==> src/rtl/rv32_lsu_pkg.sv <==
// Shared constants and state encoding for the RV32I load/store unit.
package rv32_lsu_pkg;

  localparam logic [2:0] F3_B  = 3'd0;
  localparam logic [2:0] F3_H  = 3'd1;
  localparam logic [2:0] F3_W  = 3'd2;
  localparam logic [2:0] F3_BU = 3'd4;
  localparam logic [2:0] F3_HU = 3'd5;

  typedef enum logic [1:0] {
    S_IDLE = 2'd0,
    S_RD   = 2'd1,
    S_WR   = 2'd2,
    S_DONE = 2'd3
  } state_t;

endpackage

==> src/rtl/lsu_align_rv32.sv <==
// Combinational lane logic: load extract/extend, store merge, and access fault decode.
module lsu_align_rv32
  import rv32_lsu_pkg::*;
(
  input  logic        req_we,
  input  logic [2:0]  req_f3,
  input  logic [1:0]  req_lo,
  input  logic [2:0]  f3,
  input  logic [1:0]  lo,
  input  logic [31:0] rword,
  input  logic [31:0] wdata,
  output logic [31:0] load_data,
  output logic [31:0] merge_data,
  output logic        fault
);

  logic [7:0]  byte_v;
  logic [15:0] half_v;

  always_comb begin
    byte_v = rword[{lo, 3'b000} +: 8];
    half_v = lo[1] ? rword[31:16] : rword[15:0];
    case (f3)
      F3_B:    load_data = {{24{byte_v[7]}}, byte_v};
      F3_H:    load_data = {{16{half_v[15]}}, half_v};
      F3_BU:   load_data = {24'd0, byte_v};
      F3_HU:   load_data = {16'd0, half_v};
      default: load_data = rword;
    endcase
  end

  // Only SB/SH reach the merge path; SW bypasses the read entirely.
  always_comb begin
    merge_data = rword;
    if (f3 == F3_B)
      merge_data[{lo, 3'b000} +: 8] = wdata[7:0];
    else if (f3 == F3_H)
      merge_data[{lo[1], 4'b0000} +: 16] = wdata[15:0];
  end

  always_comb begin
    fault = 1'b0;
    if (req_we) begin
      fault = (req_f3 >= 3'd3) ||
              ((req_f3 == F3_H) && req_lo[0]) ||
              ((req_f3 == F3_W) && (req_lo != 2'b00));
    end else begin
      case (req_f3)
        F3_B, F3_BU: fault = 1'b0;
        F3_H, F3_HU: fault = req_lo[0];
        F3_W:        fault = (req_lo != 2'b00);
        default:     fault = 1'b1;
      endcase
    end
  end

endmodule

==> src/rtl/lsu_rv32.sv <==
// RV32I load/store unit: turns byte/half/word ops into word-wide cache reads,
// writes, and read-modify-write sequences, stalling the pipeline until done.
module lsu_rv32
  import rv32_lsu_pkg::*;
#(
  parameter int ADDRW = 3
) (
  input  logic             iCLK,
  input  logic             iRSTn,
  input  logic             iREQ,
  input  logic             iWE,
  input  logic [2:0]       iFUNCT3,
  input  logic [31:0]      iADDR,
  input  logic [31:0]      iWDATA,
  output logic [31:0]      oRDATA,
  output logic             oDONE,
  output logic             oSTALL,
  output logic             oFAULT,
  output logic [ADDRW-1:0] oCADDR,
  output logic [31:0]      oCWDATA,
  output logic             oCRW,
  input  logic [31:0]      iCRDATA,
  input  logic             iCSTALL
);

  state_t            state, nstate;
  logic [ADDRW+1:0]  addr_q;
  logic [2:0]        f3_q;
  logic              we_q;
  logic [31:0]       wdata_q;
  logic [31:0]       wbuf_q;
  logic [31:0]       rdata_q;
  logic              fault_q;

  logic [31:0]       load_data;
  logic [31:0]       merge_data;
  logic              req_fault;
  logic              req_sw;
  logic              unused_hi;

  // Upper address bits alias away by design.
  assign unused_hi = ^iADDR[31:ADDRW+2];
  assign req_sw    = iWE && (iFUNCT3 == F3_W);

  lsu_align_rv32 u_align (
    .req_we     (iWE),
    .req_f3     (iFUNCT3),
    .req_lo     (iADDR[1:0]),
    .f3         (f3_q),
    .lo         (addr_q[1:0]),
    .rword      (iCRDATA),
    .wdata      (wdata_q),
    .load_data  (load_data),
    .merge_data (merge_data),
    .fault      (req_fault)
  );

  always_ff @(posedge iCLK or negedge iRSTn) begin
    if (!iRSTn) begin
      state   <= S_IDLE;
      addr_q  <= '0;
      f3_q    <= '0;
      we_q    <= 1'b0;
      wdata_q <= '0;
      wbuf_q  <= '0;
      rdata_q <= '0;
      fault_q <= 1'b0;
    end else begin
      state <= nstate;
      case (state)
        S_IDLE: begin
          if (iREQ && !iCSTALL) begin
            addr_q  <= iADDR[ADDRW+1:0];
            f3_q    <= iFUNCT3;
            we_q    <= iWE;
            wdata_q <= iWDATA;
            fault_q <= req_fault;
            if (req_sw && !req_fault)
              wbuf_q <= iWDATA;
          end
        end
        S_RD: begin
          if (!iCSTALL) begin
            if (we_q) wbuf_q  <= merge_data;
            else      rdata_q <= load_data;
          end
        end
        default: ;
      endcase
    end
  end

  always_comb begin
    nstate = state;
    case (state)
      S_IDLE: begin
        if (iREQ && !iCSTALL) begin
          if (req_fault)   nstate = S_DONE;
          else if (req_sw) nstate = S_WR;
          else             nstate = S_RD;
        end
      end
      S_RD:    if (!iCSTALL) nstate = we_q ? S_WR : S_DONE;
      S_WR:    if (!iCSTALL) nstate = S_DONE;
      default: nstate = S_IDLE;
    endcase
  end

  // The read address is presented during the request cycle so data is ready in RD.
  assign oCADDR  = (state == S_IDLE && iREQ) ? iADDR[ADDRW+1:2] : addr_q[ADDRW+1:2];
  assign oCWDATA = wbuf_q;
  assign oCRW    = (state != S_WR);
  assign oDONE   = (state == S_DONE);
  assign oFAULT  = (state == S_DONE) && fault_q;
  assign oSTALL  = ((state == S_IDLE) && iREQ) || (state == S_RD) || (state == S_WR);
  assign oRDATA  = rdata_q;

endmodule

==> config.mk <==
export PLATFORM = sky130hd
export DESIGN_NAME = lsu_rv32
export DESIGN_NICKNAME = d
export VERILOG_FILES = /design/src/rtl/rv32_lsu_pkg.sv /design/src/rtl/lsu_align_rv32.sv /design/src/rtl/lsu_rv32.sv
export SDC_FILE = /design/constraint.sdc
export NUM_CORES = 1
export LEC_CHECK = 0
export ABC_AREA = 0
export BUFFER_PORTS_ARGS = -buffer_cell sky130_fd_sc_hd__buf_4
export CORE_ASPECT_RATIO = 1.75
export CORE_MARGIN = 4
export CORE_UTILIZATION = 56
export CTS_CLUSTER_SIZE = 20
export DETAILED_ROUTE_END_ITERATION = 8
export HOLD_SLACK_MARGIN = 0.1
export PLACE_DENSITY = 0.84
export SLEW_MARGIN = 5
export SYNTH_ARGS = -nofsm -noshare
export SYNTH_HDL_FRONTEND = slang
export SYNTH_SLANG_ARGS = --single-unit
==> constraint.sdc <==
create_clock -name iCLK -period 5.8 [get_ports iCLK]
set_clock_uncertainty 0.05 [all_clocks]
set_input_delay 0.58 -clock iCLK [delete_from_list [all_inputs] [get_ports iCLK]]
set_output_delay 0.58 -clock iCLK [all_outputs]
set_load 0.02 [all_outputs]
Yosys cells after proc, flatten, opt, wreduce, memory -nomap -nowiden
Cells that the tools add are included.
W data, S select, Z words.

storage, ports and cells
  bits of input ports = 104
  register bits after elaboration = 92
  word-level logic and storage cells = 79
  output and inout bits = 71

cells by class
  mux-type cells = 21
  add/sub/neg operators = 2
  bitwise gates (word level) = 2
  magnitude comparators = 1
  equality and inequality tests = 16
  shift-type cells = 5
  reductions and logical operators = 24

operators with widths
  operator                   number
  $mux W32                   6
  $pmux W32 S4               1
  $bwmux W32                 2
  $pmux W32 S2               1
  $shift A16 B7 Y32 const A  1
  $shift A8 B7 Y32 const A   1
  $shiftx A16 B7 Y32         1
  $shiftx A32 B6 Y8          1
  $shiftx A8 B7 Y32          1
  $mux W16                   1
  $neg A5 Y7                 2
  $eq A3 B3 Y1 const B       4
  $ne A2 B2 Y1 const B       6
  $mux W2                    5
  $logic_and A1 B1 Y1        7
  $eq A3 B1 Y1 const B       2
  $logic_not A3 Y1           2
  $pmux W2 S3                1
  $reduce_and A3 Y1          2
  $reduce_and A5 Y1          1
  $eq A2 B2 Y1 const B       2
  $logic_or A1 B1 Y1         4
  $reduce_bool A2 Y1         2
  $reduce_or A2 Y1           2
  other kinds (10)           13

Longest topological paths before layout
Gate-level depths: netlist (run 1).

  word-level depth = 10
  depth in mapped cells = 9
  gate-level depth less buffers = 6

Cells and area by module
Synthesis (run 1) repeated with hierarchy kept, for this count alone.

second synthesis, totals
  cell total of the unflattened synthesis = 532
  area total of the unflattened synthesis = 6,321.1 um^2

modules (own cells, without submodules)
  module          instances  seq. area each (um^2)  area an instance (um^2)  cells each
  lsu_rv32        1          2,702.6                4,749.6                  295
  lsu_align_rv32  1          0.0                    1,571.5                  237

Worst setup path after synthesis (run 1)
Ideal clock, no wire load.

  kind = register -> register
  from = reg addr_q[1]
  to = reg wbuf_q[31], in the netlist oCWDATA[31]
  arrival time = 2.313 ns
  path slack = 3.372 ns
  clock period less this slack = 2.428 ns
  path buffers = 3
  required time = 5.685 ns
  stages on the path, launching flop included = 10
  setup time = 0.065 ns
  cells stage by stage = dfrtp_1 buf_6 inv_1 buf_1 ha_1 nor4bb_1 buf_2 a221oi_1 o41ai_1 mux2_2

between the ends
  word-level cells in the longest chain between the ends = 8
  elaborated cells between the ends (all ways) = 13
  classes of those cells = add/sub (2); shift (4); mux (7)

ends and longest elaborated chain
  element                                                         line                  text
  start: declaration                                              lsu_rv32.sv:27        logic [ADDRW+1:0] addr_q;
  start signal: assignment                                        lsu_rv32.sv:73        addr_q <= iADDR[ADDRW+1:0];
  $neg A5 Y7                                                      lsu_align_rv32.sv:38  merge_data[{lo[1], 4'b0000} +: 16] = wdata[15:0];
  $shiftx A16 B7 Y32 / $shift A16 B7 Y32 (equally long branches)  lsu_align_rv32.sv:38
  $bwmux W32                                                      lsu_align_rv32.sv:38
  $mux W32                                                        lsu_align_rv32.sv:37  else if (f3 == F3_H)
  $mux W32 *                                                      lsu_align_rv32.sv:35  if (f3 == F3_B)
  $mux W32 *                                                      lsu_rv32.sv:84        if (we_q) wbuf_q <= merge_data;
  $mux W32 *                                                      lsu_rv32.sv:83        if (!iCSTALL) begin
  $pmux W32 S2 *                                                  lsu_rv32.sv:70        case (state)
  end signal: assignment                                          lsu_rv32.sv:79        wbuf_q <= iWDATA;
  end signal: assignment                                          lsu_rv32.sv:84
  end: declaration                                                lsu_rv32.sv:31        logic [31:0] wbuf_q;

Every way passes the cells marked *; elsewhere a longest branch is shown, timed or not. The select of a mux whose other input is x is not followed.
A chain may end at the register's enable or synchronous reset.

Worst setup path in the final report (run 1)
  from = reg state[1]
  to = out oSTALL

between the ends
  word-level cells in the longest chain between the ends = 4
  elaborated cells between the ends (all ways) = 6
  classes of those cells = eq/ne (2); reduce/logical (4)

ends and longest elaborated chain
  element                   line             text
  start: declaration        lsu_rv32.sv:26   state_t state, nstate;
  start signal: assignment  lsu_rv32.sv:69   state <= nstate;
  $logic_not A2 Y1          lsu_rv32.sv:115  assign oSTALL = ((state == S_IDLE) && iREQ) || (state == S_RD) || (state == S_WR);
  $logic_and A1 B1 Y1       lsu_rv32.sv:115
  $logic_or A1 B1 Y1        lsu_rv32.sv:115
  $logic_or A1 B1 Y1 *      lsu_rv32.sv:115
  end: declaration          lsu_rv32.sv:17   output logic oSTALL,

Every way passes the cells marked *; elsewhere a longest branch is shown, timed or not.

==> reports/results.ini, run 1 <==
[power]
swShare_pct=47.4
vdd_drop_max_v=0.000492
p_comb_share_pct=56.6
leakagePower_nw=3.15
clkPwrFrac_pct=13.2
power_switching_w=0.00196
powerDensity_nw_per_um2=583
p_int_w=0.00217
power.share.sequential_pct=30.2

[logic_synthesis]
dominantRegCellSynth=dfrtp_1
ys_types=50
syn_inst=632
synth_seq_cells=92
syn_area_sq_um=5750
synth_edf_count=0
yosysWarnings=0
synth_area_per_cell_sq_um=9.10
synth_nets=745
yosysSeqAreaShare_pct=40.0
async_flop_share_pct=100

[finish]
fin_nets=855
final_cell_mix=buf_4, dfrtp_1, nand2_1, o21ai_0, a21oi_1
drive_above_1_share_pct=30.0
antenna-diode-count=0
area_growth_syn_to_layout_pct=23.2
layout_commonest_cell=buf_4
fin_area_sq_um=7090

[route]
vias=5755
first_pass_iters=5
ant_nets=0
routed_wl_um=18600
viasPerCell=6.60
drt_iter0_drc=456
route.detailed.drc=0
wl_per_cell_um=21.3

[sta]
rsz0062_at_grt=no
finalHoldViolations=0
post-route-min-period_ns=3.47
worstMarginPinSlew_ns=1.28
relSlewSlack_pct=14.6
setup_tns_ns=0
clock.fmax_mhz=288
finalCritPeriodShare_pct=59.9
finalSetupViolCount=0
final_max_slew_viol_count=0

[floorplanning]
io-pin-count=175
start_util_pct=57.7
die_h_um=142
core_sq_um=9970
dieArea_sq_um=12000
num_rows=48
die_x_um=84.6

[setup_path]
crit_type=reg -> out
crit_required_ns=5.17
reg2reg_from=state[1]
cp-end-kind=output pin
cp.arrival_ns=2.84
crit_fanout=35
start_kind=register
cp-startpoint=state[1]
r2r_slack_ns=2.40

[placement]
postPlaceCellArea_sq_um=6810
io_buffers=147
dp_hpwl_um=13500
gp_congestion=0.935

[cts]
holdBufCountCts=0
clk_latency_ns=0.35
htreeDepth=3
cts-buffers-inserted=9
clkSinkCount=92
post_cts_buffers=0
clockBufferDepth=2
cts.clk_slew.worst_paths_ns=0.07
ctsRootBufferMaster=clkbuf_16
post_cts_resized=0
cts_tree=done

[global_routing]
grt_use_total_pct=30.3
grt_pass1_wl_um=29000
first_global_vias=5659
grt_max_degree=66
antenna_found_initial=0
overflow=0

[run]
drv_cap=0

[hold_path]
hp-class=in -> async

[status]
status=finished clean

==> per-stage QoR <==
stage               utilization (%)  worst slack [ns]  instances  total power, W  hold slack (ns)
floorplan                         -              3.37        632         0.00276            0.234
global placement               68.3              2.54        856         0.00349            0.421
detailed placement             68.3              2.46        856         0.00357            0.428
CTS                            71.1              2.35        872         0.00412            0.174
global route                   71.1              2.11        872         0.00438            0.196
finish                         71.1              2.33        872         0.00413            0.160
==> layer usage <==
metal / up-vias / GRT usage, % / wire length [um]
met5: - / 0 / 0
li1: 2608 / - / -
met2: 297 / 53.1 / 9570
met4: 0 / 16.1 / 904
met1: 2780 / 34.9 / 6740
met3: 70 / 5.39 / 1360
==> cell type report <==
class | count | area [sq um]
multi-input combinational | 472 | 3150
clock buffer | 11 | 233
sequential | 92 | 2300
clock inverter | 5 | 38.8
tap | 125 | 156
inverter | 12 | 45.0
timing repair buffer | 155 | 1160
fill | 770 | 2880
==> state kept, by name (all words and copies together), names as in the netlist <==
register,count
addr_q,5
f3_q,3
fault_q,1
oCWDATA,32
oRDATA,32
state,2
wdata_q,16
we_q,1
==> worst max-delay path, cell delays in order, from the launching register on <==
cell	delay, ns
dfrtp_1	0.41
inv_1	0.11
ha_1	1.02
inv_2	0.60
nand3_1	0.20
buf_4	0.16
==> final timing paths <==
path / depth (start not counted) / to
max: 5 / oSTALL
min: 1 / oCWDATA[22]
max reg2reg: 6 / oCWDATA[31]
min reg2reg: 2 / oRDATA[0]
max in group asynchronous: 2 / oCWDATA[3]
min in group iCLK: 2 / wdata_q[5]
==> cell usage after synthesis (2+ instances only) <==
cell	count	share of area, %
o22ai_1	9	0.98
o21ai_1	6	0.52
and2_1	9	0.98
dfrtp_1	92	40
a211o_1	14	2.1
nor3_2	2	0.35
buf_6	3	0.59
buf_1	3	0.20
and3b_1	7	1.1
nor2b_1	18	2.0
a221o_1	15	2.6
mux2i_1	2	0.35
nand2_1	68	4.4
mux2_2	37	7.2
a21o_1	3	0.39
nand2b_1	10	1.1
o21ai_0	55	4.8
clkbuf_1	29	1.9
nand3_1	29	2.5
inv_1	10	0.65
o31ai_1	11	1.4
buf_2	21	1.8
nor4bb_1	2	0.35
a211oi_1	8	1.0
a221oi_1	17	2.6
ha_1	9	2.0
or3_1	3	0.33
nand3_2	4	0.70
a21oi_1	41	3.6
nor4_1	16	1.7
o2111ai_1	16	2.4
or2_2	2	0.22
a31oi_1	23	2.5
nor2_1	22	1.4
==> cell families (layout without fill, tap and decap cells) <==
kind of cell | count (synthesis) | count (layout) | synth area share, %
flip-flops | 92 | 92 | 40.0
multiplexers | 40 | 40 | 7.98
adder cells (fa/ha/maj) | 9 | 9 | 1.96
buffers and inverters | 68 | 183 | 5.28
AND/OR/NAND/NOR | 199 | 199 | 18.5
AO/OA/AOI/OAI | 224 | 224 | 26.3
==> power groups by stage <==
stage	combinational, W	sequential, W	clock, W
floorplan	0.00138	0.00138	0
global placement	0.00225	0.00124	0
detailed placement	0.00232	0.00125	0
CTS	0.00233	0.00124	0.000548
global route	0.00253	0.00128	0.000575
finish	0.00234	0.00125	0.000544
Note: power is estimated with default switching activity, not from simulation.
==> run 2, diff against run 1 <==
--- a/config.mk
+++ b/config.mk
@@ -5,15 +5,15 @@
 export SDC_FILE = /design/constraint.sdc
 export NUM_CORES = 1
 export LEC_CHECK = 0
-export ABC_AREA = 0
+export ABC_AREA = 1
 export BUFFER_PORTS_ARGS = -buffer_cell sky130_fd_sc_hd__buf_4
 export CORE_ASPECT_RATIO = 1.75
 export CORE_MARGIN = 4
-export CORE_UTILIZATION = 56
+export CORE_UTILIZATION = 54
 export CTS_CLUSTER_SIZE = 20
 export DETAILED_ROUTE_END_ITERATION = 8
 export HOLD_SLACK_MARGIN = 0.1
-export PLACE_DENSITY = 0.84
+export PLACE_DENSITY = 0.8
 export SLEW_MARGIN = 5
 export SYNTH_ARGS = -nofsm -noshare
 export SYNTH_HDL_FRONTEND = slang
==> constraint.sdc (replaced) <==
create_clock -name iCLK -period 3.6 [get_ports iCLK]
set_clock_uncertainty 0.05 [all_clocks]
set_input_delay 0.36 -clock iCLK [delete_from_list [all_inputs] [get_ports iCLK]]
set_output_delay 0.36 -clock iCLK [all_outputs]
set_load 0.02 [all_outputs]
==> run 2 against run 1 <==
Compared with the run above: hold slack gained 0.015 ns; routed wire length rose by 12%; first-iteration DRC count increased by 23%; die area rose by 14%; largest cell class unchanged; sequential power increased by 52%; sequential share of layout area fell by 3.1 points; largest power group unchanged; critical path depth up 5; non-clock buffer count increased by 5.
==> reports/results.ini, run 2 <==
[floorplanning]
start_util_pct=55.4  ; was 57.7%
dieArea_sq_um=13800  ; was 12000 sq um
io-pin-count=175  ; unchanged
die_x_um=90.4  ; was 84.6 um
core_sq_um=11600  ; was 9970 sq um
num_rows=52  ; was 48
die_h_um=152  ; was 142 um

[setup_path]
crit_fanout=32  ; was 35
r2r_slack_ns=1.12  ; was 2.40 ns
reg2reg_from=state[1]  ; unchanged
r2r_cells=10  ; was 6
crit_type=reg -> reg  ; was reg -> out
start_kind=register  ; unchanged
cp-end-kind=register  ; was output pin
worstReg2RegEnd=oCWDATA[30]  ; was oCWDATA[31]
crit_required_ns=3.84  ; was 5.17 ns
cp.arrival_ns=2.72  ; was 2.84 ns

[cts]
htreeDepth=3  ; unchanged
ctsRootBufferMaster=clkbuf_16  ; unchanged
cts.clk_slew.worst_paths_ns=0.07  ; about the same
clockBufferDepth=2  ; unchanged
post_cts_buffers=0  ; unchanged
clk_latency_ns=0.35  ; about the same
cts-buffers-inserted=9  ; unchanged
cts_tree=done  ; unchanged
clkSinkCount=92  ; unchanged

[power]
p_comb_share_pct=60.1  ; was 56.6%
power_switching_w=0.00371  ; was 0.00196 W
clkPwrFrac_pct=14.1  ; was 13.2%
vdd_drop_max_v=0.000734  ; was 0.000492 V
p_int_w=0.00367  ; was 0.00217 W
swShare_pct=50.3  ; was 47.4%
power.share.sequential_pct=25.7  ; was 30.2%
powerDensity_nw_per_um2=944  ; was 583 nW/um^2
leakagePower_nw=4.29  ; was 3.15 nW

[logic_synthesis]
yosys.area.top_type_share_pct=35.9  ; was 40.0%
dominantRegCellSynth=dfrtp_1  ; unchanged
synth_common_cells=nand2_1, nand3_1, dfrtp_1, nor2_1, o21ai_0  ; was dfrtp_1, nand2_1, o21ai_0, a21oi_1, mux2_2
yosysSeqAreaShare_pct=35.9  ; was 40.0%
synth_seq_cells=92  ; unchanged
syn_inst=1046  ; was 632
yosysMostFrequentCell=nand2_1  ; was dfrtp_1
synth_edf_count=0  ; unchanged
synthTopCellsByArea=dfrtp_1, nand2_1, nand3_1  ; was dfrtp_1, mux2_2, o21ai_0
ys_types=25  ; was 50
async_flop_share_pct=100  ; unchanged
synth_area_per_cell_sq_um=6.13  ; was 9.10 sq um
yosysWarnings=0  ; unchanged
syn_area_sq_um=6410  ; was 5750 sq um
synth_top_area_cell=dfrtp_1  ; unchanged
synth_nets=1159  ; was 745

[hold_path]
worstHoldEndpoint=addr_q[1]
hp-start=iADDR[1]
whs_path_depth=3
hp-class=in -> reg  ; was in -> async

[sta]
finalSetupViolCount=0  ; unchanged
relSlewSlack_pct=32.8  ; was 14.6%
setup_tns_ns=0  ; unchanged
final_max_slew_viol_count=0  ; unchanged
finalHoldViolations=0  ; unchanged
rsz0062_at_grt=no  ; unchanged
clock.fmax_mhz=403
finalCritPeriodShare_pct=68.9
post-route-min-period_ns=2.48
worstMarginPinSlew_ns=1.01  ; was 1.28 ns

[global_routing]
antenna_found_initial=0  ; unchanged
grt_max_degree=64  ; was 66
grt_pass1_wl_um=33500  ; was 29000 um
first_global_vias=6579  ; was 5659
grt_use_total_pct=30.1  ; was 30.3%
overflow=0  ; unchanged

[run]
drv_cap=0  ; unchanged

[placement]
dp_hpwl_um=15100  ; was 13500 um
placed_cells=1281  ; was 856
gp_congestion=0.977  ; was 0.935
io_buffers=147  ; unchanged

[route]
route.met2.wl_um=10700  ; was 9570 um
ant_nets=0  ; unchanged
routed_wl_um=20800  ; was 18600 um
drt_iter0_drc=560  ; was 456
route.detailed.drc=0  ; unchanged
first_pass_iters=7  ; was 5
viasPerCell=5.42  ; was 6.60
wl_per_cell_um=16.0  ; was 21.3 um
drt-met1-wl_um=7910  ; was 6740 um
met3_length_um=1160  ; was 1360 um
vias=7033  ; was 5755
top_layer=met4  ; unchanged

[finish]
final_cell_mix=nand2_1, buf_4, nand3_1, dfrtp_1, nor2_1  ; was buf_4, dfrtp_1, nand2_1, o21ai_0, a21oi_1
area_growth_syn_to_layout_pct=22.0  ; was 23.2%
antenna-diode-count=0  ; unchanged
fin_nets=1271  ; was 855
layout_commonest_cell=nand2_1  ; was buf_4
drive_above_1_share_pct=17.3  ; was 30.0%
layoutNonFillerInstCount=1297  ; was 872
utilization_pct=67.6  ; was 71.1%

[status]
status=finished clean  ; unchanged

## run 2: cell count changes after synthesis, moves of 14 or more
| cell | delta |
|---|---|
| mux2_2 | -37 |
| o21ai_0 | +32 |
| a221o_1 | -15 |
| a221oi_1 | -17 |
| nor2b_1 | -18 |
| nand2_1 | +381 |
| nor2_1 | +67 |
| a211o_1 | -14 |
| a31oi_1 | -22 |
| o21ai_1 | +21 |
| inv_1 | +57 |
| nand3_1 | +74 |
| o2111ai_1 | -16 |
| nor4_1 | -16 |
## run 2: power groups by stage
stage | clock network [W] | registers, W | logic [W]
after floorplan | 0 | 0.00223 | 0.00273
after global placement | 0 | 0.00190 | 0.00435
after detailed placement | 0 | 0.00191 | 0.00441
after CTS | 0.00105 | 0.00190 | 0.00444
after global routing | 0.00110 | 0.00197 | 0.00495
final | 0.00104 | 0.00190 | 0.00444
## run 2: area by class of cell
type | instances | area, sq um
Inverter | 83 | 313
Timing Repair Buffer | 160 | 1200
Fill cell | 1105 | 3760
Clock inverter | 5 | 85.1
Clock buffer | 10 | 239
Tap cell | 135 | 169
Multi-Input combinational cell | 812 | 3510
Sequential cell | 92 | 2300
## run 2: how the worst max path moves through the flow
stage	from	endpoint	depth (start not counted)
2_1_floorplan	addr_q[1]	oCWDATA[1]	12
3_3_place_gp	state[1]	oCWDATA[30]	10
3_5_place_dp	state[1]	oCWDATA[30]	10
4_1_cts	state[1]	oCWDATA[30]	10
5_1_grt	state[1]	oCWDATA[29]	10
6_report	state[1]	oCWDATA[30]	10
## run 2: kinds of logic (layout without fill, tap and decap cells)
| family | Yosys count | after routing | share of synthesized area [%] |
|---|---|---|---|
| DFF | 92 | 92 | 35.9 |
| AOI/OAI and AO/OA | 151 | 151 | 12.1 |
| buffers and inverters | 142 | 258 | 9.36 |
| and+or+nand+nor | 652 | 652 | 40.9 |
| adders and majority gates | 9 | 9 | 1.76 |
## run 2: per-stage QoR
stage               total power, W  setup WS [ns]  hold slack [ns]  area, sq um
finish                     0.00739           1.12            0.176         7820
detailed placement         0.00632           1.15            0.416         7490
floorplan                  0.00496           1.59           0.0144         6410
CTS                        0.00738           1.12            0.175         7820
global route               0.00802          0.865            0.185         7820
global placement           0.00625           1.18            0.413         7490
## run 2: routing by layer
| metal | vias up | GRT usage [%] |
|---|---|---|
| met1 | 3203 | 35.7 |
| li1 | 3504 | - |
| met4 | 0 | 14.8 |
| met2 | 270 | 52.9 |
| met5 | - | 0 |
| met3 | 56 | 4.64 |
## run 2: repair_timing
action / CTS / global route
hold buffers: 1 / 0
resized for setup: 0 / 0
endpoints found under the hold margin: 59 / 0
## run 2: critical path: stages (launching register included)
cell and delay (ns):
dfrtp_1 0.40, inv_1 0.10, ha_1 0.28, buf_4 0.33
clkinv_1 0.41, buf_4 0.39, nor2_1 0.14, nand2_1 0.09
nand2_1 0.08, nand2_1 0.05, nand2_1 0.07
==> run 3, diff against run 2 <==
--- a/config.mk
+++ b/config.mk
@@ -5,15 +5,15 @@
 export SDC_FILE = /design/constraint.sdc
 export NUM_CORES = 1
 export LEC_CHECK = 0
-export ABC_AREA = 1
+export ABC_AREA = 0
 export BUFFER_PORTS_ARGS = -buffer_cell sky130_fd_sc_hd__buf_4
 export CORE_ASPECT_RATIO = 1.75
 export CORE_MARGIN = 4
-export CORE_UTILIZATION = 54
+export CORE_UTILIZATION = 52
 export CTS_CLUSTER_SIZE = 20
 export DETAILED_ROUTE_END_ITERATION = 8
 export HOLD_SLACK_MARGIN = 0.1
-export PLACE_DENSITY = 0.8
+export PLACE_DENSITY = 0.79
 export SLEW_MARGIN = 5
 export SYNTH_ARGS = -nofsm -noshare
 export SYNTH_HDL_FRONTEND = slang
==> constraint.sdc (replaced) <==
create_clock -name iCLK -period 2.3 [get_ports iCLK]
set_clock_uncertainty 0.05 [all_clocks]
set_input_delay 0.23 -clock iCLK [delete_from_list [all_inputs] [get_ports iCLK]]
set_output_delay 0.23 -clock iCLK [all_outputs]
set_load 0.02 [all_outputs]
==> run 3 against run 2 <==
Compared with the run above: register-to-register slack worse by 1.0 ns; via count is 16% lower; critical path depth fell by 4; critical path type unchanged.
==> reports/results.ini, run 3 (synthesis results as in run 1) <==
[run]
drv_cap=0  ; unchanged

[global_routing]
grt_pass1_wl_um=31300  ; was 33500 um
first_global_vias=6046  ; was 6579
grt_use_total_pct=31.3  ; was 30.1%
overflow=0  ; unchanged
antenna_found_initial=0  ; unchanged
grt_max_degree=93  ; was 64

[cts]
cts.clk_slew.worst_paths_ns=0.07  ; about the same
cts-buffers-inserted=9  ; unchanged
clk_latency_ns=0.35  ; about the same
cts_tree=done  ; unchanged
post_cts_buffers=0  ; unchanged
htreeDepth=3  ; unchanged
clkSinkCount=92  ; unchanged
ctsRootBufferMaster=clkbuf_16  ; unchanged
clockBufferDepth=2  ; unchanged

[route]
route.detailed.drc=0  ; unchanged
ant_nets=0  ; unchanged
viasPerCell=6.40  ; was 5.42
drt_iter0_drc=476  ; was 560
vias=5915  ; was 7033
first_pass_iters=5  ; was 7
routed_wl_um=20000  ; was 20800 um
wl_per_cell_um=21.6  ; was 16.0 um

[power]
p_int_w=0.00581  ; was 0.00367 W
leakagePower_nw=3.40  ; was 4.29 nW
p_comb_share_pct=58.0  ; was 60.1%
power_switching_w=0.00508  ; was 0.00371 W
powerDensity_nw_per_um2=1430  ; was 944 nW/um^2
power.share.sequential_pct=28.1  ; was 25.7%
vdd_drop_max_v=0.00114  ; was 0.000734 V
swShare_pct=46.6  ; was 50.3%
clkPwrFrac_pct=14.0  ; was 14.1%

[floorplanning]
start_util_pct=53.5  ; was 55.4%
dieArea_sq_um=12900  ; was 13800 sq um
die_x_um=87.5  ; was 90.4 um
die_h_um=147  ; was 152 um
core_sq_um=10800  ; was 11600 sq um
io-pin-count=175  ; unchanged
num_rows=50  ; was 52

[sta]
setup_tns_ns=0  ; unchanged
clock.fmax_mhz=453  ; was 403 MHz
finalSetupViolCount=0  ; unchanged
relSlewSlack_pct=55.6  ; was 32.8%
worstMarginPinSlew_ns=0.665  ; was 1.01 ns
finalCritPeriodShare_pct=95.9  ; was 68.9%
rsz0062_at_grt=no  ; unchanged
final_max_slew_viol_count=0  ; unchanged
finalHoldViolations=0  ; unchanged
post-route-min-period_ns=2.21  ; was 2.48 ns
holdWs_ns=0.103  ; was 0.176 ns

[setup_path]
crit_type=reg -> reg  ; unchanged
crit_fanout=5  ; was 32
cp-end-kind=register  ; unchanged
crit_required_ns=2.54  ; was 3.84 ns
start_kind=register  ; unchanged
cp.arrival_ns=2.45  ; was 2.72 ns

[placement]
io_buffers=147  ; unchanged
gp_congestion=0.906  ; was 0.977
dp_hpwl_um=14300  ; was 15100 um
placed_cells=878  ; was 1281

[finish]
drive_above_1_share_pct=30.6  ; was 17.3%
antenna-diode-count=0  ; unchanged
final_cell_mix=buf_4, dfrtp_1, nand2_1, o21ai_0, a21oi_1  ; was nand2_1, buf_4, nand3_1, dfrtp_1, nor2_1
nFillCells=839  ; was 1105
area_growth_syn_to_layout_pct=32.1  ; was 22.0%
layoutNonFillerInstCount=924  ; was 1297
layout_commonest_cell=buf_4  ; was nand2_1
fin_nets=902  ; was 1271

[status]
status=finished clean  ; unchanged

[hold_path]
hp-class=in -> reg  ; unchanged

==> run 3: cell count changes in the layout (fill, tap and decap cells not counted), sizes merged, moves of 15 or more <==
cell and change:
nand2 -384, nand3 -71, nor2 -69, inv -68
o21ai -54, mux2 +37, dlygate4sd3 +29, a31oi +23
nor2b +19, a221oi +17, nor4 +16, o2111ai +16
a221o +15
==> run 3: per-layer routing <==
metal	vias up	part of all wire, %	track usage (%)
li1	2689	-	-
met1	2871	36	35.1
met2	278	53	54.1
met3	77	6.0	6.00
met4	0	5.2	17.1
met5	-	0	0
==> run 3: power groups by stage <==
stage	Clock (W)	Combinational, W	Sequential [W]
after detailed placement	0	0.00618	0.00306
after global routing	0.00160	0.00682	0.00313
after floorplan	0	0.00352	0.00347
after CTS	0.00154	0.00625	0.00304
final	0.00152	0.00631	0.00306
after global placement	0	0.00604	0.00303
==> run 3: path summary, 6_finish.rpt <==
check,from,endpoint,slack (ns),cells past startpoint
worst max-delay path,addr_q[0],oCWDATA[31],0.09,6
worst min-delay path,iWDATA[27],oCWDATA[27],0.10,3
worst max register to register,addr_q[0],oCWDATA[31],0.09,6
worst min register to register,oRDATA[13],oRDATA[13],0.44,2
max in group asynchronous,iRSTn,wdata_q[3],1.39,3
min in group asynchronous,iRSTn,state[0],0.39,3
==> run 3: layout make-up <==
class | instances | area, sq um | area share [%]
sequential | 92 | 2300 | 30.3
tap | 130 | 163 | 2.14
inverter | 12 | 45.0 | 0.593
clock buffer | 10 | 229 | 3.01
clock inverter | 6 | 70.1 | 0.922
timing repair buffer | 202 | 1620 | 21.3
multi-input combinational | 472 | 3170 | 41.7
==> run 3: timing repair <==
action	CTS	global route
gates resized for setup	0	2
setup endpoints to repair	0	16
endpoints found under the hold margin	123	0
hold buffers	30	0
==> run 3: worst max-delay path, stage by stage (launching register included) <==
cell and delay [ns]:
dfrtp_1 0.38, inv_1 0.13, ha_1 0.30, nor4bb_1 0.39
a221oi_1 0.14, o41ai_1 0.53, mux2_2 0.24
==> run 3: per-stage QoR <==
stage	util (%)	total power, W	cell area [sq um]	worst slack, ns
floorplan	-	0.00699	5770	0.0152
global placement	64.9	0.00906	6980	0.190
detailed placement	64.9	0.00924	6980	0.112
CTS	70.5	0.0108	7580	0.0406
global route	70.6	0.0115	7600	0.0332
finish	70.6	0.0109	7600	0.0941
